===== src/rtl/hex_display_mux.sv =====
// rtl/hex_display_mux.sv - time-multiplexed hex seven-segment driver with tear-free load, LZ blanking and blink
module hex_display_mux #(
    parameter int DIGITS           = 4,
    parameter int REFRESH_DIV      = 50000,
    parameter int BLINK_FRAMES     = 64,
    parameter int ANODE_ACTIVE_LOW = 1
) (
    input  logic                  clk,
    input  logic                  rst_n,
    input  logic [4*DIGITS-1:0]   value,
    input  logic                  load,
    input  logic                  en,
    input  logic                  blank_lz,
    input  logic [DIGITS-1:0]     blink_mask,
    output logic [6:0]            seg,
    output logic [DIGITS-1:0]     an,
    output logic                  frame_done
);

    localparam int IW = (DIGITS > 1) ? $clog2(DIGITS) : 1;
    localparam int PW = $clog2(REFRESH_DIV);
    localparam int FW = (BLINK_FRAMES > 1) ? $clog2(BLINK_FRAMES) : 1;
    localparam logic [DIGITS-1:0] AN_OFF = (ANODE_ACTIVE_LOW != 0) ? '1 : '0;
    localparam logic [6:0] SEG_OFF = 7'h7F;

    logic [PW-1:0]         pcnt;
    logic [IW-1:0]         idx;
    logic [FW-1:0]         fcnt;
    logic                  phase;
    logic [4*DIGITS-1:0]   pending;
    logic [4*DIGITS-1:0]   active;
    logic                  wrap_d;

    logic                  tick;
    logic                  wrap;
    logic [3:0]            nib;
    logic                  cur_lz;
    logic                  cur_blink;
    logic [DIGITS-1:0]     lz_blank;
    logic [DIGITS-1:0]     an_sel;
    logic                  zero_run;
    logic                  blank;
    logic [6:0]            seg_next;
    logic [DIGITS-1:0]     an_next;

    function automatic logic [6:0] decode(input logic [3:0] h);
        logic [6:0] s;
        case (h)
            4'h0: s = 7'h01;
            4'h1: s = 7'h4F;
            4'h2: s = 7'h12;
            4'h3: s = 7'h06;
            4'h4: s = 7'h4C;
            4'h5: s = 7'h24;
            4'h6: s = 7'h20;
            4'h7: s = 7'h0F;
            4'h8: s = 7'h00;
            4'h9: s = 7'h04;
            4'hA: s = 7'h08;
            4'hB: s = 7'h60;
            4'hC: s = 7'h31;
            4'hD: s = 7'h42;
            4'hE: s = 7'h30;
            default: s = 7'h38;
        endcase
        return s;
    endfunction

    assign tick = (pcnt == PW'(REFRESH_DIV - 1));
    assign wrap = tick && (idx == IW'(DIGITS - 1));

    // A digit is a leading zero when it and every more-significant nibble are zero.
    always_comb begin
        lz_blank = '0;
        zero_run = 1'b1;
        for (int i = DIGITS - 1; i >= 0; i--) begin
            zero_run = zero_run & (active[4*i +: 4] == 4'h0);
            if (i != 0) begin
                lz_blank[i] = zero_run;
            end
        end
    end

    always_comb begin
        nib       = 4'h0;
        cur_lz    = 1'b0;
        cur_blink = 1'b0;
        an_sel    = '0;
        for (int i = 0; i < DIGITS; i++) begin
            if (idx == IW'(i)) begin
                nib       = active[4*i +: 4];
                cur_lz    = lz_blank[i];
                cur_blink = blink_mask[i];
                an_sel[i] = 1'b1;
            end
        end
    end

    always_comb begin
        blank    = (blank_lz && cur_lz) || (phase && cur_blink);
        seg_next = (!en || blank) ? SEG_OFF : decode(nib);
        an_next  = en ? an_sel : '0;
    end

    always_ff @(posedge clk or negedge rst_n) begin
        if (!rst_n) begin
            pcnt <= '0;
            idx  <= '0;
        end else begin
            pcnt <= tick ? '0 : pcnt + 1'b1;
            if (tick) begin
                idx <= wrap ? '0 : idx + 1'b1;
            end
        end
    end

    // Active only changes at the frame boundary so a scan never mixes two values.
    always_ff @(posedge clk or negedge rst_n) begin
        if (!rst_n) begin
            pending <= '0;
            active  <= '0;
        end else begin
            if (load) begin
                pending <= value;
            end
            if (wrap) begin
                active <= load ? value : pending;
            end
        end
    end

    always_ff @(posedge clk or negedge rst_n) begin
        if (!rst_n) begin
            fcnt  <= '0;
            phase <= 1'b0;
        end else if (wrap) begin
            if (fcnt == FW'(BLINK_FRAMES - 1)) begin
                fcnt  <= '0;
                phase <= ~phase;
            end else begin
                fcnt <= fcnt + 1'b1;
            end
        end
    end

    // frame_done is delayed twice so it lines up with digit 0 of the new frame on the pins.
    always_ff @(posedge clk or negedge rst_n) begin
        if (!rst_n) begin
            seg        <= SEG_OFF;
            an         <= AN_OFF;
            wrap_d     <= 1'b0;
            frame_done <= 1'b0;
        end else begin
            seg        <= seg_next;
            an         <= (ANODE_ACTIVE_LOW != 0) ? ~an_next : an_next;
            wrap_d     <= wrap;
            frame_done <= wrap_d;
        end
    end

endmodule


===== config.mk =====
export PLATFORM = sky130hd
export DESIGN_NAME = hex_display_mux
export DESIGN_NICKNAME = d
export VERILOG_FILES = /design/src/rtl/hex_display_mux.sv
export SDC_FILE = /design/constraint.sdc
export NUM_CORES = 1
export LEC_CHECK = 0
export CAP_MARGIN = 20
export CORE_MARGIN = 1
export CORE_UTILIZATION = 56
export DETAILED_ROUTE_END_ITERATION = 10
export PLACE_DENSITY = 0.88
export RECOVER_POWER = 100
export SYNTH_ARGS = -nofsm -noshare
export SYNTH_HDL_FRONTEND = slang
export SYNTH_SLANG_ARGS = --single-unit
export TNS_END_PERCENT = 50

===== constraint.sdc =====
create_clock -name clk -period 3.2 [get_ports clk]
set_clock_uncertainty 0.2 [all_clocks]
set_input_delay 0.8 -clock clk [delete_from_list [all_inputs] [get_ports clk]]
set_output_delay 0.8 -clock clk [all_outputs]
set_load 0.05 [all_outputs]

# Yosys cells after proc, flatten, opt, wreduce, memory -nomap -nowiden
# Memory sizes are Yosys's and may differ from the RTL's.
# Cells that the tools add are included.
[op_classes]
eq_ne = 5
bitwise = 4
muxes = 21
n_reduce_logical = 11
n_addsub = 3
[op_table]
columns = ["cell", "count"]
rows = [
  ["$mux 16", 2],
  ["$mux 4", 5],
  ["$add 16x1->16 const B", 1],
  ["$eq 16x16->1 const B", 1],
  ["$logic_not 4->1", 3],
  ["$mux 1", 11],
  ["$mux 7", 1],
  ["$add 6x1->6 const B", 1],
  ["$eq 6x6->1 const B", 1],
  ["$mux 6", 1],
  ["$eq 2x2->1 const B", 2],
  ["$not 4->4", 1],
  ["$logic_and 1x1->1", 3],
  ["$add 2x1->2 const B", 1],
  ["$and 1x1->1", 2],
  ["$eq 2x1->1 const B", 1],
  ["$logic_not 2->1", 1],
  ["$logic_or 1x1->1", 2],
  ["$mux 2", 1],
  ["$reduce_and 2->1", 1],
  ["$logic_not 1->1", 1],
  ["$not 1->1", 1],
]
[totals]
rom_bits = 112
in_bits = 25
n_memories = 1
output_inout_bits = 12
ff_bits = 70
wordCells = 55
[mem_list]
columns = ["name", "depth", "word_bits", "rd", "rd_ports_with_merged_regs", "wr", "line", "rtl"]
rows = [
  ["(no name shown)", 16, 7, 1, 0, 0, "48", "case (h)"],
]

# Longest topological paths before layout
[logic_depth]
ltp_word = 10
depth_mapped = 11
mapped_depth_nobuf = 10

# Worst setup path before layout
# Ideal clock, no wire load.
[synth_path]
path_type = "reg2reg"
from = "register idx[0]"
to = "register seg[0]"
setup_ps = 99
n_path_buf = 1
stages_incl_launch_ff = 11
synth_period_minus_slack_ps = 2690
t_arrival_ps = 2391
slack_ps = 510
required_time_ps = 2901
path_cell_list = "dfrtp_1 ha_1 buf_2 nor2b_1 a22oi_1 a221oi_1 inv_1 ha_1 mux2_2 a22oi_1 nand2_1"
[synth_between]
elab_chain_len = 9
word_cells_on_any_way = 21
classes_between = "3 x eq/ne; 12 x mux; 5 x reduce/logical; 1 x memory"
[synth_lines]
columns = ["element", "line", "rtl"]
rows = [
  ["start, declared", "27", "logic [IW-1:0] idx;"],
  ["start signal, assigned", "112", "idx <= wrap ? '0 : idx + 1'b1;"],
  ["branches (longest 8 deep; another with $mem_v2 16x7)", "-", ""],
  ["$mux 7 (*)", "101", "seg_next = (!en || blank) ? SEG_OFF : decode(nib);"],
  ["named net seg_next[0]", "43", "logic [6:0] seg_next;"],
  ["end signal, assigned", "154", "seg <= seg_next;"],
  ["end, declared", "15", "output logic [6:0] seg,"],
]
# Mark *: on every way through the listed nets, which the timed path passes.
# A chain may end at the register's enable or synchronous reset.

# Worst setup path after layout
[layout_path]
from = "register idx[1]"
to = "register seg[0]"
# Same word-level chain as after synthesis.

==> results.md <==
- CP Capture Type: register
- Peak Freq: 0.351 GHz
- H-tree depth: 3
- Pwr dens: 503 mW/mm^2
- Top_reg_cell synth: dfrtp_1
- Ant. Diodes: 0
- CTS Buf Count: 9
- Synth unique cells: 46
- Full die area: 0.00623 mm^2
- DR pass1 iterations: 4
- CTS tree: yes
- TNS Setup: 0 ns
- Sequential share of power: 47.8%
- Clk_lat worst skew: 0.35 ns
- Post-synthesis sequential area ratio: 53.2%
- IR Drop Worst-Case VDD: 0.260 mV
- Asr flop ratio synth: 100%
- Clock-pin slew on the worst setup and hold paths: 0.08 ns
- Mapped cell area: 0.00332 mm^2
- Hold Path Class: register to register
- Multi-input gate area in the final layout: 0.00138 mm^2
- Gr ovfl total: 0
- # Post-CTS Setup Buffers: 0
- Wire per inst: 17.2 um
- Synthesized net count: 316
- Max Slew Vio Count: 0
- Pleak: 0.00172 uW
- Root buffer cell: clkbuf_8
- Antenna Nets Post-Route: 0
- Critical Path Start Type: register
- Ys Warns: 0
- Internal Power: 1510 uW
- Largest net degree at the start of global routing: 47
- PostCTS Resize Cnt: 0
- P_sw: 452 uW
- Area Overhead vs Synth: 18.0%
- Global-route wire length before repair: 11900 um
- Least-Margin Pin Slew: 1.33 ns
- Via count: 2337
- Yosys reg bits: 70
- Initial core utilization: 59.1%
- Initial drt markers: 229
- Fin crit share: 88.9%
- Die width: 79.0 um
- HP Start: wrap_d
- Max cap viols: 0
- Syn_area_per_cell: 11.9 um^2
- Total Power: 1970 uW
- EDFF count, synth: 0
- Port bufs: 36
- Final non-filler cell total: 401
- Die span in y: 79.0 um
- Logic gate share of total power: 8.5%
- Routed WL: 6900 um
- Filler cells: 441
- Design area: 0.00391 mm^2
- Hold_buf cts: 0
- RD Place Congestion: 0.881
- Remaining DRCs: 0
- Vias per std cell: 5.83
- Share of cells above drive strength 1: 11.9%
- IO Pins: 37
- Sw Share: 23.0%
- Max Buffers Root-to-Sink: 2
- Clock sinks: 70
- Critical path peak fanout: 10
- Post-DP Area: 0.00378 mm^2
- Critical Path AT: 2.91 ns
- DP HPWL: 4640 um
- Initial antenna violation count: 0
- Inst Count DP: 385
- Setup Viol. Count Final: 0
- Global Route Usage Sum: 25.8%
- Status: complete, no violations
- Unrepaired setup endpoints after global routing: false
- Synth Instances: 279
- Final min period: 2.85 ns
- Slew Limit Headroom: 11.5%
- Vias in the first global route: 2462
- Final hold viol count: 0
- Clock Power Share: 43.7%
- Layout net count: 361
- # rows: 27
- Reg2reg start: idx[1]
- Critical Path Source: idx[1]
- Reg area: 0.00177 mm^2
- Worst EP required: 3.27 ns
- Placeable Area: 0.00561 mm^2
- Crit Path Category: register to register
power by group through the flow:
stage	clock (uW)	sequential [uW]	combinational, uW
4_1_cts	863	942	190
2_1_floorplan	0	983	71.8
5_1_grt	903	944	184
3_3_place_gp	0	957	181
3_5_place_dp	0	959	186
6_report	858	941	167
flip-flops by register name, indices dropped and copies added, names as in the netlist:
name        cells
wrap_d          1
an              4
pcnt           16
fcnt            6
idx             2
pending        16
seg             7
phase           1
active         16
frame_done      1
kinds of logic after synthesis:
group,synth area share (%)
DFF,53.2
AOI/OAI and AO/OA,7.36
and+or+nand+nor,14.7
buffers and inverters,2.87
xor gates and xnor gates,3.70
adders and majority gates,4.53
muxes,13.7
worst max-delay path, cell delays in order (launching register included):
cell and delay, ns:
dfrtp_1 0.41, inv_1 0.11, ha_1 0.34, nor2b_1 0.14
a221o_1 0.36, a22oi_1 0.15, buf_4 0.17, inv_1 0.07
ha_1 0.23, mux2_2 0.28, a22oi_1 0.20, nand2_1 0.11
per-layer routing:
layer / vias to the layer above / share of wire [%] / GRT usage, %
li1: 1070 / - / -
met3: 18 / 6.2 / 4.60
met2: 87 / 49 / 40.7
met4: 0 / 2.7 / 15.5
met1: 1162 / 42 / 33.3
met5: - / 0 / 0
cells in the mapped netlist, drive strengths merged, types with 3 or more instances:
| cell type | instances | area (um^2) |
|---|---|---|
| dfrtp | 59 | 1480 |
| mux2 | 34 | 443 |
| nand2 | 21 | 81.3 |
| nand3 | 19 | 95.1 |
| nor2 | 19 | 71.3 |
| ha | 12 | 150 |
| o21ai | 12 | 60.1 |
| dfstp | 11 | 289 |
| inv | 9 | 33.8 |
| xor2 | 9 | 78.8 |
| buf | 8 | 50.1 |
| nor2b | 7 | 43.8 |
| a211oi | 5 | 37.5 |
| xnor2 | 5 | 43.8 |
| a21oi | 4 | 20.0 |
| nor4 | 4 | 46.3 |
| o211ai | 4 | 30.0 |
| a22oi | 3 | 22.5 |
| clkbuf | 3 | 11.3 |
| nor3 | 3 | 15.0 |
| nor3b | 3 | 22.5 |
through the flow:
| step | utilization (%) | hold slack, ns | setup slack (ns) |
|---|---|---|---|
| after floorplan | - | 0.131 | 0.510 |
| after global placement | 67.4 | 0.133 | 0.642 |
| after detailed placement | 67.4 | 0.146 | 0.546 |
| after CTS | 71.7 | 0.162 | 0.377 |
| after global routing | 69.8 | 0.179 | 0.115 |
| final | 69.8 | 0.162 | 0.355 |
worst paths after layout:
check / endpoint / slack [ns] / cells after the start
worst max register to register: seg[0] / 0.35 / 11
max in group asynchronous: pcnt[8] / 0.58 / 2
worst max-delay path: seg[0] / 0.35 / 11
min in group asynchronous: active[2] / 0.54 / 1
worst min register to register: frame_done / 0.16 / 0
worst min-delay path: frame_done / 0.16 / 0
layout make-up:
class | count | share of cell area [%]
clock buffers | 10 | 3.26
inverters | 9 | 0.863
well taps | 72 | 2.30
multi-input cells | 189 | 35.2
clock inverters | 6 | 2.81
flip-flops and latches | 70 | 45.1
repair buffers | 45 | 10.4
placed cells by master (no fill, tap or decap), types with 5 or more instances in the layout:
cell | Yosys | layout
xor2_1 | 9 | 9
clkbuf_1 | 3 | 5
a211oi_1 | 5 | 5
dfstp_2 | 11 | 11
nand3_1 | 19 | 19
inv_1 | 9 | 9
dfrtp_1 | 59 | 59
clkbuf_8 | 0 | 9
xnor2_1 | 5 | 5
nor2b_1 | 7 | 7
o21ai_0 | 12 | 12
nor2_1 | 19 | 19
buf_4 | 0 | 5
mux2_1 | 0 | 30
ha_1 | 12 | 12
clkdlybuf4s50_1 | 0 | 21
dlygate4sd3_1 | 0 | 14
nand2_1 | 20 | 20
No activity file was read; power rests on OpenSTA's default activity.
